==> src/rtl/snn_load_pkg.sv <==
// rtl/snn_load_pkg.sv - shared types, default widths and read-credit helpers for the SNN load sequencer
package snn_load_pkg;

    localparam int ADDR_W = 12;
    localparam int FILT_W = 13;
    localparam int TS_W   = 2;

    typedef enum logic [2:0] {
        IDLE,
        START_TOK,
        FILT,
        IFM,
        DONE_TOK
    } load_state_t;

    typedef struct packed {
        logic [TS_W-1:0]   ts;
        logic [ADDR_W-1:0] addr;
        logic              data;
    } ifm_word_t;

    // A read issued now lands in the buffer two edges from now; it may only go out if the
    // buffer is guaranteed a free slot then, counting the read already in flight.
    function automatic logic credit_ok(input logic [1:0] count, input logic pend, input logic pop);
        return ({1'b0, count} + {2'b00, pend}) <= ({2'b00, pop} + 3'd1);
    endfunction

    function automatic logic drained(input logic [1:0] count, input logic pop);
        return (count == 2'd0) || ((count == 2'd1) && pop);
    endfunction

endpackage

==> src/rtl/snn_skid_buf.sv <==
// rtl/snn_skid_buf.sv - 2-entry valid/ready FIFO decoupling memory read latency from the output handshake
module snn_skid_buf #(
    parameter int W = 8
) (
    input  logic         clk,
    input  logic         reset,
    input  logic         in_valid,
    input  logic [W-1:0] in_data,
    output logic         out_valid,
    input  logic         out_ready,
    output logic [W-1:0] out_data,
    output logic [1:0]   count
);

    logic [W-1:0] mem0_q, mem0_d;
    logic [W-1:0] mem1_q, mem1_d;
    logic         rd_ptr_q, rd_ptr_d;
    logic         wr_ptr_q, wr_ptr_d;
    logic [1:0]   count_q, count_d;
    logic         push;
    logic         pop;

    assign out_valid = (count_q != 2'd0);
    assign out_data  = rd_ptr_q ? mem1_q : mem0_q;
    assign count     = count_q;

    always_comb begin
        mem0_d   = mem0_q;
        mem1_d   = mem1_q;
        rd_ptr_d = rd_ptr_q;
        wr_ptr_d = wr_ptr_q;
        push     = in_valid && (count_q != 2'd2);
        pop      = out_valid && out_ready;
        if (push) begin
            if (wr_ptr_q) begin
                mem1_d = in_data;
            end else begin
                mem0_d = in_data;
            end
            wr_ptr_d = ~wr_ptr_q;
        end
        if (pop) begin
            rd_ptr_d = ~rd_ptr_q;
        end
        count_d = count_q + {1'b0, push} - {1'b0, pop};
    end

    always_ff @(posedge clk) begin
        if (reset) begin
            mem0_q   <= '0;
            mem1_q   <= '0;
            rd_ptr_q <= 1'b0;
            wr_ptr_q <= 1'b0;
            count_q  <= 2'd0;
        end else begin
            mem0_q   <= mem0_d;
            mem1_q   <= mem1_d;
            rd_ptr_q <= rd_ptr_d;
            wr_ptr_q <= wr_ptr_d;
            count_q  <= count_d;
        end
    end

endmodule

==> src/rtl/snn_load_sequencer.sv <==
// rtl/snn_load_sequencer.sv - sequences load_start, filter words, ifmap spikes per timestep and load_done
module snn_load_sequencer #(
    parameter int ADDR_W   = snn_load_pkg::ADDR_W,
    parameter int FILT_W   = snn_load_pkg::FILT_W,
    parameter int TS_W     = snn_load_pkg::TS_W,
    parameter int N_FILTER = 25,
    parameter int N_IFMAP  = 1024,
    parameter int NUM_TS   = 2,
    parameter int SPARSE   = 0
) (
    input  logic                   clk,
    input  logic                   reset,
    input  logic                   start,
    output logic                   busy,
    output logic                   done,
    output logic                   filt_rd_en,
    output logic [ADDR_W-1:0]      filt_rd_addr,
    input  logic [FILT_W-1:0]      filt_rd_data,
    output logic                   ifm_rd_en,
    output logic [TS_W+ADDR_W-1:0] ifm_rd_addr,
    input  logic                   ifm_rd_data,
    output logic                   ls_valid,
    input  logic                   ls_ready,
    output logic                   f_valid,
    input  logic                   f_ready,
    output logic [ADDR_W-1:0]      f_addr,
    output logic [FILT_W-1:0]      f_data,
    output logic                   i_valid,
    input  logic                   i_ready,
    output logic [ADDR_W-1:0]      i_addr,
    output logic                   i_data,
    output logic [TS_W-1:0]        i_ts,
    output logic                   ld_valid,
    input  logic                   ld_ready
);
    import snn_load_pkg::*;

    localparam int FW = ADDR_W + FILT_W;
    localparam int IW = TS_W + ADDR_W + 1;
    localparam logic [ADDR_W-1:0] F_LAST  = ADDR_W'(N_FILTER - 1);
    localparam logic [ADDR_W-1:0] I_LAST  = ADDR_W'(N_IFMAP - 1);
    localparam logic [TS_W-1:0]   TS_LAST = TS_W'(NUM_TS - 1);

    load_state_t       state_q, state_d;
    logic              done_q, done_d;

    logic [ADDR_W-1:0] f_cnt_q, f_cnt_d;
    logic              f_all_q, f_all_d;
    logic              f_pend_q, f_pend_d;
    logic [ADDR_W-1:0] f_pend_addr_q, f_pend_addr_d;

    logic [ADDR_W-1:0] i_cnt_q, i_cnt_d;
    logic [TS_W-1:0]   i_ts_cnt_q, i_ts_cnt_d;
    logic              i_all_q, i_all_d;
    logic              i_pend_q, i_pend_d;
    logic [ADDR_W-1:0] i_pend_addr_q, i_pend_addr_d;
    logic [TS_W-1:0]   i_pend_ts_q, i_pend_ts_d;

    logic [1:0]        f_count, i_count;
    logic              f_pop, i_pop;
    logic              i_wr;
    logic [FW-1:0]     f_buf_data;
    logic [IW-1:0]     i_buf_data;

    snn_skid_buf #(.W(FW)) u_filt_buf (
        .clk       (clk),
        .reset     (reset),
        .in_valid  (f_pend_q),
        .in_data   ({f_pend_addr_q, filt_rd_data}),
        .out_valid (f_valid),
        .out_ready (f_ready),
        .out_data  (f_buf_data),
        .count     (f_count)
    );

    // Zero spikes are discarded here when sparse, after the read has already been paid for.
    assign i_wr = i_pend_q && ((SPARSE == 0) || ifm_rd_data);

    snn_skid_buf #(.W(IW)) u_ifm_buf (
        .clk       (clk),
        .reset     (reset),
        .in_valid  (i_wr),
        .in_data   ({i_pend_ts_q, i_pend_addr_q, ifm_rd_data}),
        .out_valid (i_valid),
        .out_ready (i_ready),
        .out_data  (i_buf_data),
        .count     (i_count)
    );

    assign {f_addr, f_data}       = f_buf_data;
    assign {i_ts, i_addr, i_data} = i_buf_data;
    assign f_pop        = f_valid && f_ready;
    assign i_pop        = i_valid && i_ready;
    assign busy         = (state_q != IDLE);
    assign done         = done_q;
    assign ls_valid     = (state_q == START_TOK);
    assign ld_valid     = (state_q == DONE_TOK);
    assign filt_rd_addr = f_cnt_q;
    assign ifm_rd_addr  = {i_ts_cnt_q, i_cnt_q};

    always_comb begin
        state_d       = state_q;
        done_d        = 1'b0;
        f_cnt_d       = f_cnt_q;
        f_all_d       = f_all_q;
        f_pend_d      = 1'b0;
        f_pend_addr_d = f_pend_addr_q;
        i_cnt_d       = i_cnt_q;
        i_ts_cnt_d    = i_ts_cnt_q;
        i_all_d       = i_all_q;
        i_pend_d      = 1'b0;
        i_pend_addr_d = i_pend_addr_q;
        i_pend_ts_d   = i_pend_ts_q;
        filt_rd_en    = 1'b0;
        ifm_rd_en     = 1'b0;
        case (state_q)
            IDLE: begin
                if (start) begin
                    state_d    = START_TOK;
                    f_cnt_d    = '0;
                    f_all_d    = 1'b0;
                    i_cnt_d    = '0;
                    i_ts_cnt_d = '0;
                    i_all_d    = 1'b0;
                end
            end
            START_TOK: begin
                if (ls_ready) begin
                    state_d = FILT;
                end
            end
            FILT: begin
                if (!f_all_q && credit_ok(f_count, f_pend_q, f_pop)) begin
                    filt_rd_en    = 1'b1;
                    f_pend_d      = 1'b1;
                    f_pend_addr_d = f_cnt_q;
                    if (f_cnt_q == F_LAST) begin
                        f_all_d = 1'b1;
                    end else begin
                        f_cnt_d = f_cnt_q + 1'b1;
                    end
                end
                if (f_all_q && !f_pend_q && drained(f_count, f_pop)) begin
                    state_d = IFM;
                end
            end
            IFM: begin
                if (!i_all_q && credit_ok(i_count, i_pend_q, i_pop)) begin
                    ifm_rd_en     = 1'b1;
                    i_pend_d      = 1'b1;
                    i_pend_addr_d = i_cnt_q;
                    i_pend_ts_d   = i_ts_cnt_q;
                    if (i_cnt_q == I_LAST) begin
                        i_cnt_d = '0;
                        if (i_ts_cnt_q == TS_LAST) begin
                            i_all_d = 1'b1;
                        end else begin
                            i_ts_cnt_d = i_ts_cnt_q + 1'b1;
                        end
                    end else begin
                        i_cnt_d = i_cnt_q + 1'b1;
                    end
                end
                if (i_all_q && !i_pend_q && drained(i_count, i_pop)) begin
                    state_d = DONE_TOK;
                end
            end
            DONE_TOK: begin
                if (ld_ready) begin
                    state_d = IDLE;
                    done_d  = 1'b1;
                end
            end
            default: state_d = IDLE;
        endcase
    end

    always_ff @(posedge clk) begin
        if (reset) begin
            state_q       <= IDLE;
            done_q        <= 1'b0;
            f_cnt_q       <= '0;
            f_all_q       <= 1'b0;
            f_pend_q      <= 1'b0;
            f_pend_addr_q <= '0;
            i_cnt_q       <= '0;
            i_ts_cnt_q    <= '0;
            i_all_q       <= 1'b0;
            i_pend_q      <= 1'b0;
            i_pend_addr_q <= '0;
            i_pend_ts_q   <= '0;
        end else begin
            state_q       <= state_d;
            done_q        <= done_d;
            f_cnt_q       <= f_cnt_d;
            f_all_q       <= f_all_d;
            f_pend_q      <= f_pend_d;
            f_pend_addr_q <= f_pend_addr_d;
            i_cnt_q       <= i_cnt_d;
            i_ts_cnt_q    <= i_ts_cnt_d;
            i_all_q       <= i_all_d;
            i_pend_q      <= i_pend_d;
            i_pend_addr_q <= i_pend_addr_d;
            i_pend_ts_q   <= i_pend_ts_d;
        end
    end

endmodule

==> config.mk <==
export PLATFORM = sky130hd
export DESIGN_NAME = snn_load_sequencer
export DESIGN_NICKNAME = d
export VERILOG_FILES = /design/src/rtl/snn_load_pkg.sv /design/src/rtl/snn_skid_buf.sv /design/src/rtl/snn_load_sequencer.sv
export SDC_FILE = /design/constraint.sdc
export NUM_CORES = 1
export LEC_CHECK = 0
export BUFFER_PORTS_ARGS = -buffer_cell sky130_fd_sc_hd__buf_4
export CORE_MARGIN = 4
export CORE_UTILIZATION = 25
export CTS_CLUSTER_SIZE = 40
export DETAILED_ROUTE_END_ITERATION = 16
export GPL_TIMING_DRIVEN = 0
export SKIP_CTS_REPAIR_TIMING = 1
export SYNTH_ARGS = -nofsm -noshare
export SYNTH_HDL_FRONTEND = slang
export SYNTH_SLANG_ARGS = --single-unit
==> constraint.sdc <==
create_clock -name clk -period 4 [get_ports clk]
set_input_delay 0.8 -clock clk [delete_from_list [all_inputs] [get_ports clk]]
set_output_delay 0.8 -clock clk [all_outputs]
set_load 0.1 [all_outputs]
==> results of run 1 <==
[routing by layer]
layer	routed length, um	global-route usage, %	vias to the layer above
met5	0	0	-
met4	262	4.06	0
met3	938	3.18	18
met2	8250	20.0	90
met1	8100	15.8	2552
li1	-	-	2802
[through the flow]
| step | utilization (%) | setup WS, ns |
|---|---|---|
| 2_1_floorplan | - | 0.0178 |
| 3_3_place_gp | 30.0 | -0.183 |
| 3_5_place_dp | 30.0 | -0.189 |
| 4_1_cts | 32.4 | -0.313 |
| 5_1_grt | 32.5 | 0.0349 |
| 6_report | 32.5 | 0.201 |
[synthesized netlist by cell type, drive strengths merged (2+ instances only)]
cell type  instances  area [um^2]
xor2               8         70.1
o31ai              5         37.5
and2               5         31.3
nor2              80          300
a211oi             2         20.0
a21oi             88          440
clkbuf            38          143
nor3               8         40.0
nor3b              2         15.0
nand3             25          125
mux2i             39          390
nand2b             2         12.5
or3                5         31.3
and3               4         25.0
inv               23         86.3
or3b               4         37.5
fa                 2         40.0
o21ai             18         90.1
o21a               4         30.0
ha                12          150
mux2              41          462
nand4              5         31.3
buf                7         42.5
a31o               2         17.5
o2111ai            3         26.3
nand2            137          514
xnor2              5         43.8
dfxtp            148         2960
nor2b              7         43.8
a31oi              3         18.8
or4                2         15.0
and4               2         17.5
o211ai             8         60.1
[state kept, by name, indices dropped and copies added (netlist names), 3 cells and up]
signal / cells
f_pend_addr_q: 12
i_pend_addr_q: 12
u_filt_buf.mem1_q: 25
u_ifm_buf.mem1_q: 15
i_cnt_q: 12
u_ifm_buf.mem0_q: 15
filt_rd_addr: 12
u_filt_buf.mem0_q: 25
state_q: 3
[area by class of cell]
class,instances,area [um^2],area share (%)
plain buffers,43,181,2.20
repair buffers,96,724,8.80
clock inverters,12,156,1.90
clock buffers,19,453,5.50
multi-input cells,539,3250,39.5
inverters,23,93.8,1.14
flip-flops and latches,148,2960,36.0
well taps,330,413,5.02
[layout by cell type (no fill, tap or decap), types with 4 or more instances in the layout]
cell	n
mux2_2	40
buf_4	97
o21ai_0	15
o211ai_1	8
and3_1	4
xnor2_1	5
buf_2	4
clkinvlp_4	6
o31ai_1	5
nand4_1	5
and2_1	5
or3_1	5
nor3_1	8
ha_1	12
o21a_1	4
mux2i_1	39
clkbuf_16	17
inv_1	21
clkbuf_1	35
nor2b_1	7
xor2_1	8
nand2_1	134
nor2_1	80
dfxtp_1	148
a21oi_1	88
nand3_1	25
[power breakdown]
part	internal (mW)	switching, mW	total [mW]
sequential	1.48	0.00866	1.49
combinational	0.0693	0.178	0.248
clock	1.01	0.625	1.64
total	2.56	0.812	3.38
[worst max-delay path by stage]
stage                     slack (ns)  depth (start not counted)         end           startpoint
after floorplan                 0.02                         10  filt_rd_en  u_filt_buf.count[1]
after global placement         -0.18                         10  filt_rd_en              f_ready
after detailed placement       -0.19                         10  filt_rd_en              f_ready
after CTS                      -0.31                         11  filt_rd_en  u_filt_buf.count[1]
after global routing            0.03                          9  filt_rd_en  u_filt_buf.count[1]
final                           0.20                          9  filt_rd_en  u_filt_buf.count[1]
[kinds of logic after synthesis]
kind of cell	after synthesis	synth area share, %
multiplexers	80	13.2
adder cells (fa/ha/maj)	14	2.94
buffers and inverters	68	4.20
AND/OR/NAND/NOR	293	19.8
AO/OA/AOI/OAI	139	12.3
XOR/XNOR	13	1.76
flip-flops	148	45.8
[worst min-delay path, stage by stage, from the launching register on]
cell	delay, ns
dfxtp_1	0.30
nand2_1	0.05
a21oi_1	0.05
==> metrics.yaml, run 1 <==
die:
  num_io_pins: 95
  die_h_um: 169
  start_util_pct: 25.5
  fp.dieW_um: 169
  rows: 58
  dieArea_mm2: 0.0285
  core_area_mm2: 0.0253
synth:
  syn-num-nets: 790
  synth_area_mm2: 0.00647
  ys.flop_type: "dfxtp_1"
  yosysWarnings: 0
  postSynthCellCount: 755
  yosysSeqAreaShare_pct: 45.8
  synth_cell_types: 51
  async_reset_ff_share_pct: 0
  synth_edf_count: 0
  syn_avg_cell_area_um2: 8.56
  yosys_register_bits: 148
worst_setup_path:
  critPathMaxStageDelay_ns: 0.48
  worstPathCellList: "inv_1 -> nand2_2 -> nand2_1 -> inv_1 -> fa_1 -> or3b_1 -> a211o_4 -> clkinvlp_4 -> buf_4"
  startpoint_type: "register"
  rrSetupSlack_ns: 0.61
  worstSetupEndpointType: "output pin"
  r2r-start: "u_ifm_buf.count[1]"
  r2r-end: "i_cnt_q[3]"
  cp.required_ns: 3.20
  cp_common_cell: "inv_1"
  r2r_cells: 11
  path_class: "reg -> out"
  worst-path-max-fanout: 20
  cp_slowest_cell: "fa_1"
  cpLargestDelayFamily: "simple AND/OR/NAND/NOR gates"
  path_buf_inv: 4
  arrival_ns: 3.00
global_route:
  grt_first_pass_wirelength_um: 28100
  grt_pass1_vias: 5240
  grt_max_degree: 17
  antenna_found_initial: 0
  overflow: 0
  grt_usage_pct: 12.3
timing:
  hold_viol: 0
  setup_tns_ns: 0
  period_share_pct: 95.0
  setup_viol: 0
  worstMarginPinSlew_ns: 0.751
  finalCriticalPeriod_ns: 3.80
  skew_ns: 0.00934
  slew_violations: 0
  holdWs_ns: 0.449
  fmax_mhz: 263
  maxSlewHeadroom_pct: 49.8
  rsz0062_at_grt: "false"
final_layout:
  drive_above_1_share_pct: 21.0
  nets: 903
  syn2layout_area_growth_pct: 27.3
  fillCellCount: 2651
  fin_area_mm2: 0.00823
  stdcell_count: 1210
  diodes: 0
route:
  vias_per_cell: 4.51
  drt-wirelength-per-cell_um: 14.5
  vias: 5462
  drtAntennaViolNets: 0
  dr.first_iter.drc_count: 316
  drc: 0
  first_pass_iters: 5
  routed_wl_um: 17500
placement:
  portBuffers: 93
  dp.cells: 1178
  gp_congestion: 0.799
  placed_area_mm2: 0.00759
  dpl.hpwl_um: 12900
cts:
  clk_pin_slew_ns: 0.06
  cts_sinks: 148
  clockBufferDepth: 2
  cts-root-buf: "clkbuf_16"
  cts_tree: "built"
  cts_made_buffers: 17
  clk_latency_ns: 0.42
  htree_levels: 4
run_status:
  status: "complete, no violations"
power_and_ir_drop:
  p_leak_nw: 3.26
  power_mw: 3.38
  irDropWorstVdd_uv: 293
  power_density_mw_per_mm2: 410
min_path:
  hp-start: "u_filt_buf.mem0_q[6]"
  whs_path_depth: 2
  hold_path.class: "reg -> reg"
  hold_end: "u_filt_buf.mem0_q[6]"
job:
  maxCapViolCount: 0
Power figures use the tool's default switching activity.
==> run 2, diff against run 1 <==
CELL_PAD_IN_SITES_DETAIL_PLACEMENT = 0   (was default)
CELL_PAD_IN_SITES_GLOBAL_PLACEMENT = 2   (was default)
PLACE_DENSITY_LB_ADDON = 0.1   (was default)
==> run 2 against run 1 <==
Net effect:
- die area unchanged
- worst setup slack worse by 0.060 ns
- register-to-register slack worse by 0.05 ns
- cell area down 0.15%
- utilization about the same
- maximum frequency down 1.6%
- count of clock-buffer cells in the layout up 1
- sequential power about the same
- combinational power about the same
- critical path type unchanged
- highest routed layer unchanged
==> metrics.yaml, run 2 (same netlist as run 1, synthesis figures left out) <==
run_status:
  status: "complete, no violations"
timing:
  worst_slack_ns: 0.141
  skew_ns: 0.0150
  maxSlewHeadroom_pct: 42.1
  worstMarginPinSlew_ns: 0.866
  fmax_mhz: 259
  hold_viol: 0
  slew_violations: 0
  finalCriticalPeriod_ns: 3.86
  setup_tns_ns: 0
  period_share_pct: 96.5
  setup_viol: 0
power_and_ir_drop:
  p_leak_nw: 3.26
  sequentialPowerShare_pct: 43.9
  power_density_mw_per_mm2: 413
  irDropWorstVdd_uv: 197
  p_switching_uw: 865
  switching_share_pct: 25.5
  internal-power_mw: 2.53
  pwr-share-comb_pct: 7.4
  clkPwrFrac_pct: 48.7
final_layout:
  fillCellCount: 2655
  syn2layout_area_growth_pct: 27.1
  fin_area_mm2: 0.00822
  reg_top3: "u_filt_buf.mem0_q: 25 flops, u_filt_buf.mem1_q: 25 flops"
  diodes: 0
  drive_above_1_share_pct: 21.0
  final_common_cell: "dfxtp_1"
  nets: 900
  layout_common_cells: "148 x dfxtp_1, 134 x nand2_1, 93 x buf_4"
global_route:
  antenna_found_initial: 0
  grt_usage_pct: 14.1
  overflow: 0
  grt_max_degree: 17
  grt_first_pass_wirelength_um: 31300
  grt_pass1_vias: 5400
die:
  fp.dieW_um: 169
  num_io_pins: 95
  dieArea_mm2: 0.0285
  rows: 58
  start_util_pct: 25.5
  die_h_um: 169
  core_area_mm2: 0.0253
placement:
  placed_area_mm2: 0.00759
  portBuffers: 93
  dp_slack_ns: -0.244
  gp_congestion: 0.766
  dpl.hpwl_um: 14400
worst_setup_path:
  r2r_cells: 11
  worstSetupEndpoint: "ifm_rd_en"
  startpoint: "u_ifm_buf.count[1]"
  path_class: "reg -> out"
  rrSetupSlack_ns: 0.56
  arrival_ns: 3.06
  worstSetupEndpointType: "output pin"
  startpoint_type: "register"
  worst-path-max-fanout: 10
  r2r-start: "u_ifm_buf.count[1]"
  r2r-end: "i_cnt_q[3]"
  cp.required_ns: 3.20
route:
  drtAntennaViolNets: 0
  routed_wl_um: 19900
  vias_per_cell: 4.55
  drt-wirelength-per-cell_um: 16.5
  vias: 5502
  dr.first_iter.drc_count: 317
  first_pass_iters: 4
  drc: 0
job:
  maxCapViolCount: 0
cts:
  htree_levels: 4
  clk_pin_slew_ns: 0.06
  cts-root-buf: "clkbuf_16"
  cts_made_buffers: 17
  cts_tree: "built"
  cts_sinks: 148
  clockBufferDepth: 2
  clk_latency_ns: 0.43
min_path:
  hold_path.class: "reg -> reg"
  whs_path_depth: 2
run 2: cell count changes in the layout (fill, tap and decap cells not counted):
cell	delta
o31ai_1	-1
clkbuf_8	+1
o31ai_2	+1
clkinv_2	-2
buf_6	+1
inv_6	+4
clkinvlp_4	-1
buf_4	-4
bufinv_16	-1
run 2: power groups by stage:
stage,clock [mW],sequential [mW],combinational (mW)
floorplan,0,1.54,0.162
global placement,0,1.52,0.254
detailed placement,0,1.53,0.254
CTS,1.70,1.49,0.255
global route,1.76,1.49,0.273
finish,1.65,1.49,0.251
run 2: cell type report:
cell class              count  area (um^2)  area share, %
clock inverters            12          144           1.75
multi-input cells         539         3250           39.6
inverters                  23         93.8           1.14
clock buffers              20          467           5.68
well taps                 330          413           5.02
plain buffers              43          181           2.21
flip-flops and latches    148         2960           36.0
repair buffers             93          706           8.58
run 2: worst min-delay path by stage:
stage                                      from                    end  slack (ns)
after floorplan            u_filt_buf.mem1_q[0]   u_filt_buf.mem1_q[0]        0.43
after global placement     u_filt_buf.mem1_q[1]   u_filt_buf.mem1_q[1]        0.44
after detailed placement   u_filt_buf.mem0_q[0]   u_filt_buf.mem0_q[0]        0.45
after CTS                  u_filt_buf.mem0_q[0]   u_filt_buf.mem0_q[0]        0.45
after global routing        u_ifm_buf.mem1_q[6]    u_ifm_buf.mem1_q[6]        0.46
final                     u_filt_buf.mem0_q[10]  u_filt_buf.mem0_q[10]        0.45
run 2: per-stage QoR:
step	hold WS, ns	cells	utilization, %	power [mW]
after CTS	0.455	1210	32.4	3.45
after global placement	0.438	1178	30.0	1.78
after floorplan	0.433	755	-	1.70
after detailed placement	0.445	1178	30.0	1.78
final	0.451	1208	32.5	3.40
after global routing	0.465	1208	32.5	3.52
run 2: per-layer routing:
layer / vias up / GRT usage (%) / share of wire, %
met5: - / 0 / 0
li1: 2784 / - / -
met3: 9 / 3.27 / 3.9
met1: 2606 / 20.3 / 52
met2: 103 / 21.5 / 44
met4: 0 / 2.86 / 0.60
run 2: critical path, cell delays in order, from the launching register on:
cell        delay (ns)
dfxtp_1           0.42
inv_1             0.13
nand2_2           0.10
nand2_1           0.13
inv_1             0.10
fa_1              0.45
or3b_1            0.41
a21oi_1           0.20
nand2_2           0.17
buf_4             0.24
clkinvlp_4        0.08
buf_6             0.21
==> run 3, diff against run 2 <==
ABC_AREA = 1   (was default)
==> run 3 against run 2 <==
Net effect:
- first-iteration DRC count is 1.9% higher
- die area is 0.24% higher
- combinational power grew to 6.1 times the previous value
- synthesized cell count is 21% higher
- maximum frequency rose by 5.4%
- flip-flop and latch count did not move
- via count increased by 9.7%
- cell count grew 13%
- synthesized area grew 0.25%
- largest power group unchanged
==> metrics.yaml, run 3 <==
synth:
  yosys.area_share.xor_xnor_pct: 0.135
  syn-num-nets: 946
  async_reset_ff_share_pct: 0
  synth_cell_types: 27
  yosysMostFrequentCell: "o21ai_0"
  yosysSeqAreaShare_pct: 45.7
  syn_avg_cell_area_um2: 7.12
  ys.flop_type: "dfxtp_1"
  synth_top_area_cell: "dfxtp_1"
  synth_commonest_cells: "158 x o21ai_0, 148 x dfxtp_1, 141 x nand2_1"
  postSynthCellCount: 911
  synth_top_family_by_area: "simple AND/OR/NAND/NOR gates"
  synth_top_area_share_pct: 45.7
  synth-simple-area-share_pct: 21.4
  synthMuxAreaShare_pct: 0
  synth_edf_count: 0
  synth_compound_area_share_pct: 20.1
  synth_area_mm2: 0.00648
  synth.area.top_cells: "dfxtp_1 46%, o21ai_0 12%, nand2_1 8.2%"
  yosysWarnings: 0
  yosys_register_bits: 148
  synthAdderAreaFrac_pct: 2.93
timing:
  finalCriticalPeriod_ns: 3.66
  worst_slack_ns: 0.339
  setup_tns_ns: 0
  slew_violations: 0
  maxSlewHeadroom_pct: 53.8
  setup_viol: 0
  fmax_mhz: 273
  worstMarginPinSlew_ns: 0.693
  skew_ns: 0.0117
  hold_viol: 0
  period_share_pct: 91.5
  rsz0062_at_grt: "false"
power_and_ir_drop:
  pwr-share-comb_pct: 30.2
  internal-power_mw: 3.04
  sequentialPowerShare_pct: 34.7
  p_leak_nw: 3.53
  irDropWorstVdd_uv: 382
  power_mw: 5.02
  switching_share_pct: 39.4
  power_density_mw_per_mm2: 608
  p_switching_mw: 1.98
  clkPwrFrac_pct: 35.0
placement:
  placed_area_mm2: 0.00760
  gp_congestion: 0.750
  dp.cells: 1335
  dpl.hpwl_um: 15200
  dp_slack_ns: 0.392
  portBuffers: 94
route:
  drc: 0
  dr.first_iter.drc_count: 323
  vias: 6037
  drtAntennaViolNets: 0
  vias_per_cell: 4.41
  drt-wirelength-per-cell_um: 15.3
  first_pass_iters: 5
  routed_wl_um: 20900
global_route:
  grt_pass1_vias: 5960
  grt_max_degree: 17
  grt_usage_pct: 14.9
  grt_first_pass_wirelength_um: 33500
  antenna_found_initial: 0
  overflow: 0
cts:
  cts_sinks: 148
  cts_tree: "built"
  cts_made_buffers: 17
  clk_latency_ns: 0.42
  htree_levels: 4
  cts-root-buf: "clkbuf_16"
  clk_pin_slew_ns: 0.06
  clockBufferDepth: 2
min_path:
  hold_path.class: "reg -> reg"
worst_setup_path:
  startpoint_type: "register"
  arrival_ns: 2.86
  worstSetupEndpointType: "output pin"
  worst-path-max-fanout: 10
  cp.required_ns: 3.20
  path_class: "reg -> out"
final_layout:
  drive_above_1_share_pct: 15.1
  stdcell_count: 1369
  nets: 1061
  reg_top3: "u_filt_buf.mem0_q: 25 flops, u_filt_buf.mem1_q: 25 flops"
  layout_common_cells: "158 x o21ai_0, 148 x dfxtp_1, 141 x nand2_1"
  diodes: 0
  fin_area_mm2: 0.00826
  syn2layout_area_growth_pct: 27.4
  final_common_cell: "o21ai_0"
die:
  rows: 58
  die_h_um: 169
  core_area_mm2: 0.0253
  num_io_pins: 95
  dieArea_mm2: 0.0286
  fp.dieW_um: 169
  start_util_pct: 25.6
run_status:
  status: "complete, no violations"
job:
  maxCapViolCount: 0
run 3: changes by cell type after synthesis, sizes merged, moves of 9 or more:
cell and delta:
a21oi +9, mux2 -41, nor2 +51, nand3 +9, o21ai +142, inv +89, mux2i -39
run 3: logic make-up (layout without fill, tap and decap cells):
group / Yosys count / in the layout
and+or+nand+nor: 331 / 331
DFF: 148 / 148
AOI/OAI and AO/OA: 258 / 258
xor gates and xnor gates: 1 / 1
buffers and inverters: 159 / 287
adders and majority gates: 14 / 14
run 3: worst paths after layout:
path                              from  slack, ns  cells after the start                    to
setup / recovery    u_ifm_buf.count[1]       0.34                     13             ifm_rd_en
hold / removal    u_ifm_buf.mem0_q[10]       0.45                      2  u_ifm_buf.mem0_q[10]
setup reg to reg    u_ifm_buf.count[1]       1.49                     14      i_pend_addr_q[9]
hold reg to reg   u_ifm_buf.mem0_q[10]       0.45                      2  u_ifm_buf.mem0_q[10]
run 3: critical path, cell delays in order (launching register included):
cell	delay, ns
dfxtp_1	0.33
inv_1	0.15
nand2_1	0.15
nand2_1	0.13
inv_1	0.09
fa_1	0.46
inv_1	0.09
nand2_1	0.05
o21ai_0	0.14
nand2_1	0.08
nand2_1	0.17
clkinvlp_4	0.16
buf_2	0.21
buf_4	0.25
run 3: per-stage QoR:
| stage | hold WS, ns | util (%) |
|---|---|---|
| floorplan | 0.424 | - |
| global placement | 0.435 | 30.0 |
| detailed placement | 0.440 | 30.0 |
| CTS | 0.450 | 32.5 |
| global route | 0.467 | 32.6 |
| finish | 0.446 | 32.6 |
run 3: cell type report:
type	count	area, um^2
buffer	46	210
clock buffer	18	439
clock inverter	14	201
fill	2862	17100
inverter	113	428
multi-input combinational	604	2890
sequential	148	2960
tap	330	413
timing repair buffer	96	721
run 3: power by group through the flow:
stage | Sequential [mW] | Clock (mW) | Combinational [mW]
after floorplan | 1.86 | 0 | 1.04
after global placement | 1.78 | 0 | 1.54
after detailed placement | 1.78 | 0 | 1.53
after CTS | 1.74 | 1.81 | 1.54
after global routing | 1.77 | 1.87 | 1.65
final | 1.74 | 1.76 | 1.52
run 3: layer usage:
metal / up-vias / track usage, % / wire length [um]
met5: - / 0 / 0
met4: 0 / 3.36 / 121
met3: 7 / 2.80 / 611
met2: 91 / 22.0 / 8850
met1: 2751 / 22.4 / 11300
li1: 3188 / - / -
